===== src/rtl/down_counter_timer.sv =====
// Loadable down counter / countdown timer with one-shot and auto-reload modes.
// Flags terminal count with a registered one-cycle pulse on the 1 -> 0 step.
module down_counter_timer #(
  parameter int WIDTH = 4
) (
  input  logic             clk,
  input  logic             rst,
  input  logic             load,
  input  logic [WIDTH-1:0] load_val,
  input  logic             en,
  input  logic             mode,
  input  logic             stop,
  output logic [WIDTH-1:0] count,
  output logic             zero,
  output logic             tc_pulse,
  output logic             busy
);

  typedef enum logic [1:0] {
    IDLE,
    RUN,
    EXPIRED
  } state_t;

  localparam logic [WIDTH-1:0] ONE = WIDTH'(1);

  state_t           state, state_nxt;
  logic [WIDTH-1:0] reload_reg, reload_nxt;
  logic [WIDTH-1:0] count_nxt;
  logic             tc_nxt;

  always_ff @(posedge clk) begin
    if (!rst) begin
      state      <= IDLE;
      count      <= '0;
      reload_reg <= '0;
      tc_pulse   <= 1'b0;
    end else begin
      state      <= state_nxt;
      count      <= count_nxt;
      reload_reg <= reload_nxt;
      tc_pulse   <= tc_nxt;
    end
  end

  always_comb begin
    state_nxt  = state;
    count_nxt  = count;
    reload_nxt = reload_reg;
    tc_nxt     = 1'b0;
    if (load) begin
      count_nxt  = load_val;
      reload_nxt = load_val;
      state_nxt  = (load_val != '0) ? RUN : IDLE;
    end else if (stop) begin
      state_nxt = IDLE;
    end else if (state == RUN && en) begin
      if (count > ONE) begin
        count_nxt = count - ONE;
      end else if (count == ONE) begin
        count_nxt = '0;
        tc_nxt    = 1'b1;
        state_nxt = mode ? RUN : EXPIRED;
      end else if (mode) begin
        count_nxt = reload_reg;
      end else begin
        // mode dropped while parked at zero: expire without reload or pulse
        state_nxt = EXPIRED;
      end
    end
  end

  assign zero = (count == '0);
  assign busy = (state == RUN);

endmodule


===== config.mk =====
export PLATFORM = sky130hd
export DESIGN_NAME = down_counter_timer
export DESIGN_NICKNAME = d
export VERILOG_FILES = /design/src/rtl/down_counter_timer.sv
export SDC_FILE = /design/constraint.sdc
export NUM_CORES = 1
export LEC_CHECK = 0
export CAP_MARGIN = 5
export CORE_MARGIN = 4
export CORE_UTILIZATION = 45
export CTS_CLUSTER_SIZE = 40
export DETAILED_ROUTE_END_ITERATION = 10
export GPL_ROUTABILITY_DRIVEN = 1
export PLACE_DENSITY = 0.76
export SLEW_MARGIN = 25
export SYNTH_ARGS = -nofsm -noshare
export SYNTH_HDL_FRONTEND = slang
export SYNTH_SLANG_ARGS = --single-unit
export TNS_END_PERCENT = 1

===== constraint.sdc =====
create_clock -name clk -period 4.7 [get_ports clk]
set_input_delay 0.94 -clock clk [delete_from_list [all_inputs] [get_ports clk]]
set_output_delay 0.94 -clock clk [all_outputs]
set_load 0.01 [all_outputs]

# After elaboration in Yosys (flattened, before gate mapping)
# Index checks and enable logic that the tools add are counted.
[word_totals]
wordCells = 37
output_inout_bits = 7
reg_bits = 11
[classes]
eq_ne = 5
muxes = 15
bitwise = 2
n_reduce_logical = 9
n_lt_le_gt_ge = 1
add_sub_neg = 1
[op_table]
columns = ["cell", "count"]
rows = [
  ["$mux 4", 6],
  ["$mux 2", 7],
  ["$reduce_bool 4->1", 2],
  ["$reduce_and 3->1", 2],
  ["$reduce_or 5->1", 1],
  ["$eq 4x1->1 const B", 1],
  ["$gt 4x1->1 const B", 1],
  ["$logic_not 4->1", 1],
  ["$ne 4x2->1 const B", 1],
  ["$sub 4x1->4 const B", 1],
  ["$ne 3x3->1 const B", 1],
  ["$reduce_bool 3->1", 1],
  ["$eq 2x1->1 const B", 1],
  ["$mux 1", 2],
  ["$ne 2x2->1 const B", 1],
  ["$not 1->1", 2],
  ["$reduce_bool 2->1", 1],
  ["$logic_and 1x1->1", 1],
]

# Longest topological paths before layout
[logic_depth]
ltp_word = 6
mapped_depth = 6
ltp_nobuf = 6

# Worst setup path after synthesis
# OpenSTA, ideal clock, no wires.
[synth_timing]
path_type = "register -> output"
start = "register count[0]"
end = "output port zero"
path_slack_ps = 2790
required_ps = 3760
path_buffers = 0
path_stages_with_launch = 5
arrival_ps = 970
path_cell_list = "dfxtp_1 -> inv_1 -> ha_1 -> inv_1 -> nor3_1"
[synth_via]
elab_chain_len = 1
[synth_rtl]
columns = ["item", "line_no", "source"]
rows = [
  ["start: declaration", "13", "output logic [WIDTH-1:0] count,"],
  ["start signal: assignment", "40", "count <= count_nxt;"],
  ["$logic_not 4->1", "73", "assign zero = (count == '0);"],
  ["end: declaration", "14", "output logic zero,"],
]
# Every way passes these cells.

# Worst setup path in the final report
[layout_timing]
start = "register count[1]"
end = "output port zero"
# The elaborated chain is that of the path after synthesis.

==> reports/results.md <==
| Item | Reported | Unit |
|---|---|---|
| Max Cap Viol | 0 | - |
| Most frequent standard cell in the layout excluding fill and tap cells | sky130_fd_sc_hd__clkdlybuf4s50_1 | - |
| Vias in the first global route | 544 | - |
| Class of the worst hold path | reg2reg | - |
| Rel. slew slack | 0.6384 | - |
| Data required time at the worst endpoint | 3.76 | ns |
| CTS Hold Bufs | 0 | - |
| H-tree level count | 1 | - |
| Post-synth design cell area | 675.6 | µm² |
| Post-Synthesis Cells | 72 | - |
| Cell Chain, Critical Path | inv_1 > ha_1 > inv_1 > nor3_1 > clkdlybuf4s50_1 | - |
| Most numerous cell on the critical path | sky130_fd_sc_hd__inv_1 | - |
| Startpoint type of the worst setup path | flop | - |
| Final weighted congestion in routability-driven placement | 0.7763 | - |
| Top cells by area, synth | sky130_fd_sc_hd__dfxtp_1, sky130_fd_sc_hd__nor4b_4, sky130_fd_sc_hd__mux2i_1 | - |
| Largest net degree at the start of global routing | 15 | - |
| Vias per Instance | 5.835 | - |
| PD cells | 299.8 | nW/µm² |
| Number of antenna violations at the first check in global routing | 0 | - |
| Area of the core | 1350 | µm² |
| Setup repair after global routing missed its margin | no | - |
| Hold Vio Cnt, Final | 0 | - |
| Die outline area | 2186 | µm² |
| Clock tree from TritonCTS | yes | - |
| Outcome | finished, final reports clean | - |
| Leading cell types in the layout, fill and taps excluded | sky130_fd_sc_hd__clkdlybuf4s50_1, sky130_fd_sc_hd__dfxtp_1, sky130_fd_sc_hd__nor2b_1, sky130_fd_sc_hd__mux2i_1, sky130_fd_sc_hd__nand2_1 | - |
| Net count, final | 101 | - |
| Clock-pin slew on the worst setup and hold paths | 0.07 | ns |
| Worst voltage drop across the vdd grid | 0.0001417 | V |
| Total number of vias | 601 | - |
| Clock root buffer | sky130_fd_sc_hd__clkbuf_4 | - |
| Number of synthesized register bits | 11 | - |
| Largest stage delay on the critical path | 0.56 | ns |
| Share of the clock period used by the worst path | 0.5761 | - |
| TritonCTS Sinks | 11 | - |
| Pre-antenna DRT Iters | 4 | - |
| Number of antenna-violating nets in the routed design | 0 | - |
| Total negative slack for setup checks | 0 | ns |
| GRT Total Usage | 0.1586 | - |
| Number of warnings reported in the yosys synthesis log | 0 | - |
| Cell taking the most area after synthesis | sky130_fd_sc_hd__dfxtp_1 | - |
| Max frequency | 369.3 | MHz |
| Die width | 46.75 | µm |
| Max Root-Sink Buffers | 2 | - |
| Arrival time at the worst endpoint | 1.77 | ns |
| Avg Cell Area, Syn | 9.384 | µm² |
| Delay-heaviest family, CP | buffers and inverters | - |
| I/O pins | 17 | - |
| Post-synth net total | 84 | - |
| Number of fill cells in the layout | 139 | - |
| Cell area reported after detailed placement | 823.3 | µm² |
| Buffers inserted during post-CTS setup optimization | 0 | - |
| Minimum clock period after layout | 2.708 | ns |
| Setup-failing EPs final | 0 | - |
| Diodes inserted | 0 | - |
| Buffer and inverter count on the worst path | 3 | - |
| Type of the worst setup path | reg2out | - |
| Cell with the biggest individual delay on the critical path | sky130_fd_sc_hd__clkdlybuf4s50_1 | - |
| Post-DR wirelength/cell | 14.33 | µm |
| Number of buffers added on ports | 16 | - |
| Proportion of netlist area held by the largest area contributor | 0.3259 | - |
| Drt initial violations | 19 | - |
| Height of the die | 46.75 | µm |
| Lkg Pwr | 0.0003222 | µW |
| Max-slew violation count | 0 | - |
| Smallest setup slack after layout | 1.992 | ns |
| Sequential cell area fraction in the yosys report | 0.3259 | - |
| Setup slack at placement | 2.193 | ns |
| Area added between synthesis and finish | 25.74 | % |
| Starting utilization of the core area | 0.5005 | - |
| Number of buffers created by CTS | 3 | - |
| Post-detailed-routing wire length | 1.476 | mm |
| Global-route wire length before repair | 2.421 | mm |
| Clock network latency to the later pin of the worst-skew pair | 0.26 | ns |
| Type of element capturing the critical path | output port | - |
| # resized after CTS | 0 | - |
| Detailed placer's ending HPWL | 1.101 | mm |
| Proportion of layout cells with a drive suffix above 1 | 0.1023 | - |
| Worst clock skew | 0.005088 | ns |
| Cell variety after synth | 33 | - |
| Critical path peak fanout | 6 | - |
| Standard-cell row count | 13 | - |
| Grt ovf | 0 | - |
| Slew @ Worst Pin | 0.5407 | ns |
| DRC | 0 | - |
| Layout Cell Area excl Fill | 849.6 | µm² |
==> final timing paths <==
kind	startpoint	to	slack, ns	cells after the start
worst max register to register	count[0]$_SDFFE_PN0P_	state[0]$_SDFFE_PN0P_	2.95	6
worst min register to register	reload_reg[2]$_SDFFE_PN0P_	reload_reg[2]$_SDFFE_PN0P_	0.46	2
worst min-delay path	reload_reg[2]$_SDFFE_PN0P_	reload_reg[2]$_SDFFE_PN0P_	0.46	2
worst max-delay path	count[1]$_SDFFE_PN0P_	zero	1.99	5
==> metrics by stage <==
stage	hold slack, ns	util	power, µW	cells
after floorplan	0.4386	-	164.2	72
after global placement	0.4708	0.6098	191.5	99
after detailed placement	0.4589	0.6098	193.2	99
after CTS	0.4686	0.6293	258.0	103
after global routing	0.4903	0.6293	271.9	103
final	0.4632	0.6293	254.7	103
==> cell families (layout without fill, tap and decap cells) <==
logic type	Yosys count	in the layout	synth area share
flip-flops	11	11	0.3259
AND/OR/NAND/NOR	27	27	0.2852
multiplexers	4	4	0.05926
adder cells (fa/ha/maj)	2	2	0.03703
AO/OA/AOI/OAI	20	20	0.2241
buffers and inverters	8	24	0.06850
==> synth_stat cells <==
master and count:
sky130_fd_sc_hd__nor2b_1 4, sky130_fd_sc_hd__buf_6 2, sky130_fd_sc_hd__a21boi_1 3, sky130_fd_sc_hd__nor2_1 3
sky130_fd_sc_hd__nor3_1 3, sky130_fd_sc_hd__ha_1 2, sky130_fd_sc_hd__nor4b_4 2, sky130_fd_sc_hd__or2_1 1
sky130_fd_sc_hd__nand3b_1 1, sky130_fd_sc_hd__a211oi_1 2, sky130_fd_sc_hd__o211ai_1 1, sky130_fd_sc_hd__dfxtp_1 11
sky130_fd_sc_hd__nor2_2 1, sky130_fd_sc_hd__o31ai_1 2, sky130_fd_sc_hd__a211oi_2 1, sky130_fd_sc_hd__clkbuf_1 1
sky130_fd_sc_hd__and2b_1 1, sky130_fd_sc_hd__nor3b_1 1, sky130_fd_sc_hd__or4b_1 1, sky130_fd_sc_hd__a21oi_1 3
sky130_fd_sc_hd__o2bb2ai_2 1, sky130_fd_sc_hd__o21a_1 1, sky130_fd_sc_hd__o21ai_0 3, sky130_fd_sc_hd__nand3_1 3
sky130_fd_sc_hd__o41ai_1 1, sky130_fd_sc_hd__buf_2 1, sky130_fd_sc_hd__a31o_1 2, sky130_fd_sc_hd__and4bb_1 1
sky130_fd_sc_hd__nor4_1 1, sky130_fd_sc_hd__nand2_1 4, sky130_fd_sc_hd__inv_2 1, sky130_fd_sc_hd__inv_1 3
sky130_fd_sc_hd__mux2i_1 4
==> area by class of cell <==
cell class	instances	area, µm²	area share
inverters	4	15.01	0.01767
well taps	15	18.77	0.02209
repair buffers	16	160.2	0.1885
flip-flops and latches	11	220.2	0.2592
multi-input cells	53	409.1	0.4816
clock buffers	4	26.28	0.03093
==> per-layer routing <==
layer  wire length [µm]  share of wire  global-route usage  vias up
met5                  0              0                   0        -
met4                 10         0.0068             0.04972        0
met3                 94          0.064             0.06897        2
met2                695           0.47              0.2445       21
met1                676           0.46              0.2005      281
li1                   -              -                   -      297
==> power breakdown <==
group | switching (µW) | internal (µW)
logic | 38.9 | 43.7
clock network | 30.4 | 32.8
registers | 9.32 | 99.5
total | 78.7 | 176
==> worst min-delay path, delay by kind of cell, from the launching register on <==
kind | cells | cell delay (ns)
AO/OA/AOI/OAI | 1 | 0.06
flip-flops | 1 | 0.31
AND/OR/NAND/NOR | 1 | 0.05
Power figures use the tool's default switching activity.
==> RTL edit 1 (same settings) <==
Re-encode `state_t` (3 states) as one-hot, 3 bits wide.
--- a/src/rtl/down_counter_timer.sv
+++ b/src/rtl/down_counter_timer.sv
@@ -18,6 +18,6 @@
 
-  typedef enum logic [1:0] {
-    IDLE,
-    RUN,
-    EXPIRED
+  typedef enum logic [2:0] {
+    IDLE    = 3'b001,
+    RUN     = 3'b010,
+    EXPIRED = 3'b100
   } state_t;
Formal check against the unedited RTL: no difference found for any inputs over 10 cycles, from zero or initial values and one cycle with rst low; not proved beyond that.
==> RTL edit 1 against the unedited design <==
- first-iteration DRC count grew 21%
- largest cell class unchanged
- cell count rose by 11%
- setup slack improved by 81 ps
- total power down 6.1%
- synthesized area increased by 3.3%
- critical path depth decreased by 2
- cell area is 3.5% higher
- sequential share of layout area grew 1.4 points
- routed wire length is 0.27% higher
- clock power grew 0.6%
- sequential power increased by 4%
- sequential cell count increased by 1
- die area rose by 2.8%
- critical path type unchanged
==> RTL edit 1: results (changes against the unedited design) <==
Post-DR vias/cell = 5.56 (-4.7%)
Worst-path fanout max = 7 (+1)
First-pass GRT wire length = 2460 microns (+1.7%)
Power Density = 272 nW/um^2 (-9.3%)
Least-Margin Pin Slew = 674 ps (+133 ps)
Min-delay src = state[1]
Switching pwr = 0.0000687 W (-13%)
WHS Path Cells = 2 (unchanged)
Post-synth top flop = dfxtp_1
CP delay by family, top = buffers and inverters
CP max stage cell = clkdlybuf4s50_1
Total global-route track usage = 15.8% (-0.094 points)
CTS H-tree lvls = 1 (unchanged)
Netlist cell types = 33 (unchanged)
Top cells by area, synth = dfxtp_1, ha_1, mux2i_1
Crit path DAT = 1690 ps (-80 ps)
Final wirelength = 1480 microns (+0.27%)
Max stage delay on crit path = 520 ps (-40 ps)
Worst clock skew = 2.30 ps (-2.79 ps)
Worst R2R Start = count[1]
Met2 Use GR = 22.2% (-2.3 points)
Yosys warns = 0 (unchanged)
CP Launch Point = count[3]
Syn Area/Cell = 8.41 sq um (-10%)
DR WL/cell = 13.0 microns (-9.4%)
Hold Path Class = reg2reg
Post-route setup slack = 2070 ps (+80.6 ps)
Peak supply drop = 154 uV (+8.7%)
DP Area = 857 sq um (+4.1%)
Run status = completed
Inst Count DP = 111 (+12%)
Vias in the first global route = 581 (+6.8%)
Syn Nets = 96 (+14%)
DRT iter0 DRCs = 23 (+4)
Post-DP HPWL = 1110 microns (+0.54%)
Postcts setup bufs = 0 (unchanged)
Clock group = 0.0000636 W (+0.6%)
Top post-synthesis cells by count = dfxtp_1, inv_1, nand2_1, nor2_1
Seq/Total Area, Yosys = 34.4% (+1.8 points)
Largest net degree at the start of global routing = 22 (+7)
Flop pwr share = 47.3% (+4.6 points)
Met3 Usage GRT = 2.30% (-4.6 points)
Routability cong. = 0.777 (about the same)
Leakage power = 0.353 nW (+9.5%)
GR Layer Usage met1 = 21.9% (+1.9 points)
Ratio of cells with drive above 1 in the final layout = 7.07% (-3.2 points)
RTL edit 1: path summary, 6_finish.rpt:
check | to | slack [ps]
min reg2reg | state[1] | 470
max | zero | 2070
max reg2reg | count[0] | 2590
min | state[1] | 470
RTL edit 1: final cells by class:
| cell class | count | area [sq um] |
|---|---|---|
| Clock buffer | 3 | 22.5 |
| Tap cell | 15 | 18.8 |
| Inverter | 7 | 26.3 |
| Timing Repair Buffer | 16 | 160 |
| Fill cell | 120 | 503 |
| Sequential cell | 12 | 240 |
| Multi-Input combinational cell | 61 | 412 |
RTL edit 1: cell families (layout without fill, tap and decap cells):
family	Yosys count	after routing	share of synthesized area, %
DFF	12	12	34.4
muxes	3	3	4.30
and+or+nand+nor	34	34	26.2
buffers and inverters	10	26	6.63
adders and majority gates	3	3	5.38
AOI/OAI and AO/OA	21	21	23.1
RTL edit 1: metal layers:
layer / up-vias / routed length (microns)
li1: 335 / -
met1: 276 / 735
met2: 18 / 616
met3: 5 / 88
met4: 0 / 39
met5: - / 0
==> RTL edit 2 (config.mk and constraints unchanged) <==
Without the edit above. `WIDTH`: 4 -> 6.
--- a/src/rtl/down_counter_timer.sv
+++ b/src/rtl/down_counter_timer.sv
@@ -3,3 +3,3 @@
 module down_counter_timer #(
-  parameter int WIDTH = 4
+  parameter int WIDTH = 6
 ) (
Ports: changed (resized count and load_val); port bits go from 17 to 21. The function was not compared with the original's and may differ.
==> RTL edit 2 against the unedited design <==
- cell area up 38%
- routed wire length up 54%
- synthesized area up 37%
- sequential share of layout area down 0.25 points
- sequential cell count up 4
- synthesized cell count up 49%
- first-iteration DRC count down 5.3%
- highest routed layer unchanged
- cell count up 49%
- total power up 34%
- setup slack worse by 240 ps
==> RTL edit 2: results (changes against the unedited design) <==
DP Area = 1140 sq um (+39%)
Clock Latency Late Sink = 300 ps (+40 ps)
First-pass GRT wire length = 3820 microns (+58%)
Routability cong. = 0.940 (+21%)
Post-DP HPWL = 1650 microns (+50%)
Post-DR vias/cell = 5.76 (-1.3%)
Largest net degree at the start of global routing = 27 (+12)
DRT iter0 DRCs = 18 (-1)
Worst R2R Start = count[0]
Netlist cell types = 39 (+18%)
Worst clock skew = 8.04 ps (+2.95 ps)
Reg2Reg Setup Slack = 2660 ps (-290 ps)
IO Port Bufs = 20 (+4)
Hold Path Class = reg2reg
Total global-route track usage = 18.4% (+2.5 points)
Top cells by area, synth = dfxtp_1, mux2i_1, nor2b_1
Seq/Total Area, Yosys = 32.3% (-0.25 points)
Leakage power = 0.446 nW (+38%)
Pre-CTS setup slack = 1880 ps (-318 ps)
Hold Slack = 508 ps (+44.9 ps)
Run status = completed
Min-delay src = state[1]
Yosys reg bits = 15 (+4)
Reg2reg end = count[4]
Hold endpoint = state[1]
Peak supply drop = 156 uV (+10%)
Crit path DAT = 2010 ps (+240 ps)
Relative slew slack = 36.4% (-27 points)
Worst-path fanout max = 9 (+3)
Vias in the first global route = 791 (+45%)
Final wirelength = 2280 microns (+54%)
Reg clk slew, reported paths = 100 ps (+30 ps)
# fillers = 194 (+40%)
Syn Nets = 121 (+44%)
[RTL edit 2: layout make-up]
type	instances	area, sq um	area share (%)
Clock buffer	3	22.5	1.93
Timing Repair Buffer	20	200	17.1
Inverter	5	18.8	1.60
Sequential cell	15	300	25.7
Clock inverter	1	5.00	0.428
Tap cell	27	33.8	2.89
Multi-Input combinational cell	82	589	50.4
[RTL edit 2: kinds of logic (layout without fill, tap and decap cells)]
kind of cell,Yosys count,in the layout,synth area share (%)
flip-flops,15,15,32.3
multiplexers,6,6,6.47
buffers and inverters,10,29,4.18
AND/OR/NAND/NOR,42,42,28.7
adder cells (fa/ha/maj),2,2,2.69
AO/OA/AOI/OAI,32,32,25.6
[RTL edit 2: routing by layer]
metal / up-vias / wire [microns] / GRT usage, %
met2: 37 / 980 / 26.3
met3: 7 / 178 / 3.66
li1: 443 / - / -
met5: - / 0 / 0
met4: 0 / 63 / 10.2
met1: 394 / 1050 / 25.2
[RTL edit 2: how the worst max path moves through the flow]
stage,cells past startpoint,endpoint,from,slack (ps)
finish,3,zero,count[2],1750
global route,3,zero,count[2],1640
CTS,3,zero,count[2],1770
detailed placement,5,count[0],load,1880
global placement,5,count[1],load,1950
floorplan,2,zero,count[2],2690
[RTL edit 2: power by group]
part	switching [W]	leakage [nW]	internal [W]
clock network	0.0000478	0.0177	0.0000317
registers	0.0000135	0.124	0.000136
logic	0.0000542	0.305	0.0000585
total	0.000115	0.446	0.000226
[RTL edit 2: per-stage QoR]
stage	power, W	std cells
2_1_floorplan	0.000222	107
3_3_place_gp	0.000261	149
3_5_place_dp	0.000264	149
4_1_cts	0.000341	153
5_1_grt	0.000360	153
6_report	0.000342	153
[RTL edit 2: critical path, stage by stage (launching register included)]
cell             delay, ps
dfxtp_1                420
nor4_1                 550
and2_1                 200
clkdlybuf4s50_1        530
